### config.mk
export PLATFORM = sky130hd
export DESIGN_NAME = instruction_encoder_flat
export DESIGN_NICKNAME = d
export VERILOG_FILES = /design/src/rtl/instruction_encoder_if.sv /design/src/rtl/instruction_encoder.sv /design/src/flat_wrapper.sv
export SDC_FILE = /design/constraint.sdc
export NUM_CORES = 1
export LEC_CHECK = 0
export ABC_AREA = 1
export BUFFER_PORTS_ARGS = -buffer_cell sky130_fd_sc_hd__buf_2
export CAP_MARGIN = 20
export CORE_ASPECT_RATIO = 1.2
export CORE_MARGIN = 4
export CORE_UTILIZATION = 45
export CTS_CLUSTER_DIAMETER = 40
export CTS_CLUSTER_SIZE = 10
export DETAILED_ROUTE_END_ITERATION = 8
export GPL_ROUTABILITY_DRIVEN = 0
export HOLD_SLACK_MARGIN = 0.12
export PLACE_DENSITY = 0.83
export SLEW_MARGIN = 20
export SYNTH_ARGS = -nofsm -noshare
export SYNTH_HDL_FRONTEND = slang
export SYNTH_SLANG_ARGS = --single-unit
### constraint.sdc
create_clock -name clk -period 1.7 [get_ports clk]
set_input_delay 0.34 -clock clk [delete_from_list [all_inputs] [get_ports clk]]
set_output_delay 0.34 -clock clk [all_outputs]
set_load 0.05 [all_outputs]
### src/rtl/instruction_encoder_if.sv
// Field-bundle handshake between the program builder (master) and instruction_encoder (slave).
// Carries one RV32I instruction's worth of fields per accepted in_valid && in_ready.
interface instruction_encoder_if #(
  parameter int XLEN = 32
);
  logic            in_valid;
  logic            in_ready;
  logic            in_last;
  logic [2:0]      fmt;
  logic [6:0]      opcode;
  logic [4:0]      rd;
  logic [4:0]      rs1;
  logic [4:0]      rs2;
  logic [2:0]      funct3;
  logic [6:0]      funct7;
  logic [XLEN-1:0] imm;

  modport master (
    output in_valid, in_last, fmt, opcode, rd, rs1, rs2, funct3, funct7, imm,
    input  in_ready
  );

  modport slave (
    input  in_valid, in_last, fmt, opcode, rd, rs1, rs2, funct3, funct7, imm,
    output in_ready
  );
endinterface

### src/rtl/instruction_encoder.sv
// Packs RV32I field bundles into instruction words and streams them to instruction RAM.
// Optional immediate range checking: define INSTR_ENCODER_RANGE_CHECK_EN.
module instruction_encoder #(
  parameter int XLEN   = 32,
  parameter int ILEN   = 32,
  parameter int ADDR_W = 16
) (
  input  logic                clk,
  input  logic                reset,
  input  logic                start,
  input  logic [ADDR_W-1:0]   base_addr,
  instruction_encoder_if.slave bundle,
  output logic                mem_we,
  output logic [ADDR_W-1:0]   mem_addr,
  output logic [ILEN-1:0]     mem_wdata,
  input  logic                mem_ready,
  output logic                done,
  output logic [ADDR_W-1:0]   count,
  output logic                fmt_err,
  output logic                imm_err
);

  typedef enum logic [1:0] {
    IDLE,
    LOAD,
    DRAIN
  } state_e;

  typedef enum logic [2:0] {
    FMT_R = 3'd0,
    FMT_I = 3'd1,
    FMT_S = 3'd2,
    FMT_B = 3'd3,
    FMT_U = 3'd4,
    FMT_J = 3'd5
  } fmt_e;

  state_e            state;
  state_e            state_next;
  logic [ADDR_W-1:0] next_addr;
  logic [31:0]       packed_word;
  logic              fmt_bad;
  logic              accept;
  logic              wr_done;

  assign accept  = bundle.in_valid && bundle.in_ready;
  assign wr_done = mem_we && mem_ready;

  always_ff @(posedge clk) begin
    if (reset) begin
      state <= IDLE;
    end else begin
      state <= state_next;
    end
  end

  always_comb begin
    state_next      = state;
    bundle.in_ready = 1'b0;
    case (state)
      IDLE: begin
        if (start) begin
          state_next = LOAD;
        end
      end
      LOAD: begin
        // The output register frees up in the same cycle it completes, allowing one word per cycle.
        bundle.in_ready = !mem_we || mem_ready;
        if (accept && bundle.in_last) begin
          state_next = DRAIN;
        end
      end
      DRAIN: begin
        if (wr_done) begin
          state_next = IDLE;
        end
      end
      default: state_next = IDLE;
    endcase
  end

  always_comb begin
    packed_word = 32'h0000_0013;
    fmt_bad     = 1'b0;
    case (bundle.fmt)
      FMT_R: packed_word = {bundle.funct7, bundle.rs2, bundle.rs1, bundle.funct3,
                            bundle.rd, bundle.opcode};
      FMT_I: packed_word = {bundle.imm[11:0], bundle.rs1, bundle.funct3,
                            bundle.rd, bundle.opcode};
      FMT_S: packed_word = {bundle.imm[11:5], bundle.rs2, bundle.rs1, bundle.funct3,
                            bundle.imm[4:0], bundle.opcode};
      FMT_B: packed_word = {bundle.imm[12], bundle.imm[10:5], bundle.rs2, bundle.rs1,
                            bundle.funct3, bundle.imm[4:1], bundle.imm[11], bundle.opcode};
      FMT_U: packed_word = {bundle.imm[31:12], bundle.rd, bundle.opcode};
      FMT_J: packed_word = {bundle.imm[20], bundle.imm[10:1], bundle.imm[11],
                            bundle.imm[19:12], bundle.rd, bundle.opcode};
      default: fmt_bad = 1'b1;
    endcase
  end

  always_ff @(posedge clk) begin
    if (reset) begin
      next_addr <= '0;
      mem_we    <= 1'b0;
      mem_addr  <= '0;
      mem_wdata <= '0;
      done      <= 1'b0;
      count     <= '0;
      fmt_err   <= 1'b0;
    end else begin
      done <= 1'b0;
      if (state == IDLE && start) begin
        next_addr <= {base_addr[ADDR_W-1:2], 2'b00};
        count     <= '0;
        fmt_err   <= 1'b0;
      end
      if (wr_done) begin
        mem_we <= 1'b0;
        count  <= count + ADDR_W'(1);
      end
      // A new accept overrides the completion clear so back-to-back writes keep mem_we high.
      if (accept) begin
        mem_we    <= 1'b1;
        mem_addr  <= next_addr;
        mem_wdata <= ILEN'(packed_word);
        next_addr <= next_addr + ADDR_W'(4);
        if (fmt_bad) begin
          fmt_err <= 1'b1;
        end
      end
      if (state == DRAIN && wr_done) begin
        done <= 1'b1;
      end
    end
  end

`ifdef INSTR_ENCODER_RANGE_CHECK_EN
  logic imm_bad;

  // Each range reduces to "all bits above the field's sign bit equal the sign bit".
  always_comb begin
    imm_bad = 1'b0;
    case (bundle.fmt)
      FMT_I, FMT_S: imm_bad = !(&bundle.imm[XLEN-1:11] || ~|bundle.imm[XLEN-1:11]);
      FMT_B:        imm_bad = bundle.imm[0] ||
                              !(&bundle.imm[XLEN-1:12] || ~|bundle.imm[XLEN-1:12]);
      FMT_J:        imm_bad = bundle.imm[0] ||
                              !(&bundle.imm[XLEN-1:20] || ~|bundle.imm[XLEN-1:20]);
      FMT_U:        imm_bad = |bundle.imm[11:0];
      default:      imm_bad = 1'b0;
    endcase
  end

  always_ff @(posedge clk) begin
    if (reset) begin
      imm_err <= 1'b0;
    end else if (state == IDLE && start) begin
      imm_err <= 1'b0;
    end else if (accept && imm_bad) begin
      imm_err <= 1'b1;
    end
  end
`else
  assign imm_err = 1'b0;
`endif

endmodule

### src/flat_wrapper.sv
// flat-port wrapper written by rule: the top's interface ports become plain ports
module instruction_encoder_flat 
#(
  parameter int XLEN   = 32,
  parameter int ILEN   = 32,
  parameter int ADDR_W = 16
)
  (clk, reset, start, base_addr, mem_we, mem_addr, mem_wdata, mem_ready, done, count, fmt_err, imm_err, bundle_in_valid, bundle_in_last, bundle_fmt, bundle_opcode, bundle_rd, bundle_rs1, bundle_rs2, bundle_funct3, bundle_funct7, bundle_imm, bundle_in_ready);
  instruction_encoder_if #(.XLEN(XLEN)) bundle_i ();
  input  logic clk;
  input  logic reset;
  input  logic start;
  input  logic [ADDR_W-1:0] base_addr;
  output logic mem_we;
  output logic [ADDR_W-1:0] mem_addr;
  output logic [ILEN-1:0] mem_wdata;
  input  logic mem_ready;
  output logic done;
  output logic [ADDR_W-1:0] count;
  output logic fmt_err;
  output logic imm_err;
  input wire logic [$bits(bundle_i.in_valid)-1:0] bundle_in_valid;
  input wire logic [$bits(bundle_i.in_last)-1:0] bundle_in_last;
  input wire logic [$bits(bundle_i.fmt)-1:0] bundle_fmt;
  input wire logic [$bits(bundle_i.opcode)-1:0] bundle_opcode;
  input wire logic [$bits(bundle_i.rd)-1:0] bundle_rd;
  input wire logic [$bits(bundle_i.rs1)-1:0] bundle_rs1;
  input wire logic [$bits(bundle_i.rs2)-1:0] bundle_rs2;
  input wire logic [$bits(bundle_i.funct3)-1:0] bundle_funct3;
  input wire logic [$bits(bundle_i.funct7)-1:0] bundle_funct7;
  input wire logic [$bits(bundle_i.imm)-1:0] bundle_imm;
  output wire logic [$bits(bundle_i.in_ready)-1:0] bundle_in_ready;
  assign bundle_i.in_valid = bundle_in_valid;
  assign bundle_i.in_last = bundle_in_last;
  assign bundle_i.fmt = bundle_fmt;
  assign bundle_i.opcode = bundle_opcode;
  assign bundle_i.rd = bundle_rd;
  assign bundle_i.rs1 = bundle_rs1;
  assign bundle_i.rs2 = bundle_rs2;
  assign bundle_i.funct3 = bundle_funct3;
  assign bundle_i.funct7 = bundle_funct7;
  assign bundle_i.imm = bundle_imm;
  assign bundle_in_ready = bundle_i.in_ready;
  instruction_encoder #(.XLEN(XLEN), .ILEN(ILEN), .ADDR_W(ADDR_W)) u_core (.clk(clk), .reset(reset), .start(start), .base_addr(base_addr), .bundle(bundle_i), .mem_we(mem_we), .mem_addr(mem_addr), .mem_wdata(mem_wdata), .mem_ready(mem_ready), .done(done), .count(count), .fmt_err(fmt_err), .imm_err(imm_err));
endmodule
==> flow_metrics.env <==
export IMPL_most_common_layout_cells="250 x nand2_1, 152 x buf_2, 81 x dfxtp_1"
export IMPL_run_status="complete, no violations"
export IMPL_clock_sinks=81
export IMPL_detail_route_antenna_nets=0
export IMPL_floorplan_initialDensity_pct=46.3
export IMPL_route_detailed_wl_per_inst_um=12.6
export IMPL_post_dp_hpwl_um=8920
export IMPL_htree_levels=3
export IMPL_post_synth_and_or_nand_nor_area_fraction_pct=38.9
export IMPL_synth_seq_area_share_pct=38.5
export IMPL_async_reset_ff_share_pct=0
export IMPL_grt_pass1_vias=4553
export IMPL_cts_inserted_buffers=9
export IMPL_ys_ff_latch=81
export IMPL_cts_path_max_buffers=2
export IMPL_global_route_wire_length_before_repair_um=19800
export IMPL_cts_repair_resized=0
export IMPL_port_buffers=152
export IMPL_synth_compound_gate_area_share_pct=12.3
export IMPL_worst_path_max_fanout=3
export IMPL_clk_pin_slew_worst_paths_ns=0.08
export IMPL_synthAdderAreaFrac_pct=0.595
export IMPL_path_cells="inv_2, nor2_4, nand2_1, inv_1, buf_2"
export IMPL_synth_edf_count=0
export IMPL_synth_ff_type="dfxtp_1"
export IMPL_critical_path_required_ns=1.36
export IMPL_synth_top_cell_area_share_pct=38.5
export IMPL_setup_tns_final_ns=0
export IMPL_dp_cells=916
export IMPL_clock_tree_root_cell="clkbuf_8"
export IMPL_clk_latency_ns=0.36
export IMPL_synth_mux_area_share_pct=0
export IMPL_grt_antenna_before_repair=1
export IMPL_fmaxAchievable_mhz=635
export IMPL_syn_inst=656
export IMPL_yosysWarningCount=0
export IMPL_power_density_nw_per_um2=845
export IMPL_fin_clk_skew_ns=0.00612
export IMPL_report_final_hold_viol_count=0
export IMPL_routed_wirelength_um=11800
export IMPL_die_height_um=114
export IMPL_setup_repair_after_global_routing_missed_its_margin="false"
export IMPL_ir_worst_vdd_uv=407
export IMPL_max_cap_violations=0
export IMPL_slew_violations=0
export IMPL_critical_path_endpoint_type="output port"
export IMPL_synth_top_cells_by_area="dfxtp_1 39%, nand2_1 22%, a21oi_1 7.0%"
export IMPL_global_route_congestion_overflow_total=0
export IMPL_place_area_um2=5120
export IMPL_final_period_minus_worst_setup_slack_ns=1.58
export IMPL_criticalPathCategory="reg -> out"
export IMPL_die_width_um=96.3
export IMPL_slowest_stage="dfxtp_1"
export IMPL_drt_pass1_iterations=5
export IMPL_largest_family_of_logic_cells_by_synthesized_area="simple AND/OR/NAND/NOR gates"
export IMPL_area_growth_from_synthesis_to_final_layout_pct=26.8
export IMPL_leakagePower_nw=2.60
export IMPL_drive_gt1_share_pct=25.6
export IMPL_postCtsHoldBufs=0
export IMPL_cell_area_after_technology_mapping_um2=4210
export IMPL_holdCritPathClass="in -> reg"
export IMPL_layout_cells_non_filler=932
export IMPL_fillCellCount=917
export IMPL_synth_avg_cell_area_um2=6.42
export IMPL_slowest_stage_delay_on_critical_path_ns=0.35
export IMPL_fin_nets=898
export IMPL_synth_distinct_cells=36
export IMPL_hold_worst_slack_ns=0.213
export IMPL_final_min_period_over_clock_period_pct=92.7
export IMPL_boundaryPins=158
export IMPL_drc=0
export IMPL_post_drt_via_cell_ratio=4.96
export IMPL_critical_path_startpoint_type="register"
export IMPL_synth_top_cell_by_area="dfxtp_1"
export IMPL_multiInputGateArea_um2=2210
export IMPL_floorplan_core_area_um2=9080
export IMPL_maximum_number_of_pins_on_one_net_before_global_route_repair=49
export IMPL_yosys_area_share_xor_xnor_pct=0.624
export IMPL_cts_tree="yes"
export IMPL_hold_path_cell_count=3
export IMPL_critPathArrivalTime_ns=1.24
export IMPL_fp_dieArea_um2=11000
export IMPL_cts_setup_buffers=0
export IMPL_finish_instance_area_um2=5340
export IMPL_track_usage_pct=22.7
export IMPL_power_w=0.00451
export IMPL_via_count=4621
export IMPL_drt_first_iter_violations=188
export IMPL_reg2regPathDepth=8
export IMPL_register_area_um2=1620
export IMPL_placement_rows=38
export IMPL_final_common_cell="nand2_1"
export IMPL_finalSetupViolations=0
## through the flow
stage	util (%)	worst slack [ns]
after floorplan	-	0.0346
after global placement	56.3	0.158
after detailed placement	56.3	0.137
after CTS	58.7	0.0969
after global routing	58.8	0.0133
final	58.8	0.125
## state kept, by name (all words and copies together), names as in the netlist
| register | flops |
|---|---|
| u_core.mem_wdata | 32 |
| u_core.state | 2 |
| u_core.count | 16 |
| u_core.next_addr | 14 |
| u_core.fmt_err | 1 |
| u_core.mem_addr | 14 |
| u_core.mem_we | 1 |
| u_core.done | 1 |
## worst paths after layout
path                                     start                          endpoint  slack (ns)
setup / recovery  u_core.state[0]$_SDFFE_PP0P_                   bundle_in_ready        0.12
hold / removal                bundle_opcode[1]  u_core.mem_wdata[1]$_SDFFE_PP0N_        0.21
setup reg to reg  u_core.state[0]$_SDFFE_PP0P_      u_core.state[0]$_SDFFE_PP0P_        0.23
hold reg to reg   u_core.state[0]$_SDFFE_PP0P_            u_core.done$_SDFF_PP0_        0.45
## cells in the mapped netlist, types with 3 or more instances
library cell  instances
nand3b_1              3
nand4_1               6
o21ai_0              28
nor3_1                8
inv_2                 6
buf_4                 9
nor2_2                6
clkbuf_1              7
nand2_1             250
a21oi_1              59
buf_6                 3
buf_2                 9
dfxtp_1              81
nor2_4                5
nand3_1              48
nor2_1               57
inv_1                47
## where the power goes
part | switching, W | internal [W]
sequential | 0.0000717 | 0.00199
combinational | 0.000588 | 0.000288
clock | 0.000717 | 0.000856
total | 0.00138 | 0.00313
## critical path: cells and delay by family, from the launching register on
family                 cells  cell delay (ns)
buffers and inverters      3             0.37
DFF                        1             0.35
and+or+nand+nor            2             0.17
## area by class of cell
cell class | instances | share of cell area (%)
clock buffers | 10 | 2.58
multi-input cells | 494 | 41.5
diodes | 1 | 0.0469
inverters | 53 | 3.73
repair buffers | 168 | 17.4
flip-flops and latches | 81 | 30.4
well taps | 120 | 2.81
clock inverters | 5 | 1.50
## per-layer routing
metal | GRT usage (%) | vias up | routed length [um]
met5 | 0 | - | 0
li1 | - | 2385 | -
met3 | 7.19 | 22 | 1080
met2 | 37.9 | 164 | 5710
met1 | 26.9 | 2050 | 4740
met4 | 8.44 | 0 | 230
## kinds of logic after synthesis
kind of cell    Yosys count
flops                    81
buf+inv                  83
other cells               1
xor+xnor                  3
fa+ha+maj                 2
compound gates           97
simple gates            389
Note: power is estimated with default switching activity, not from simulation.
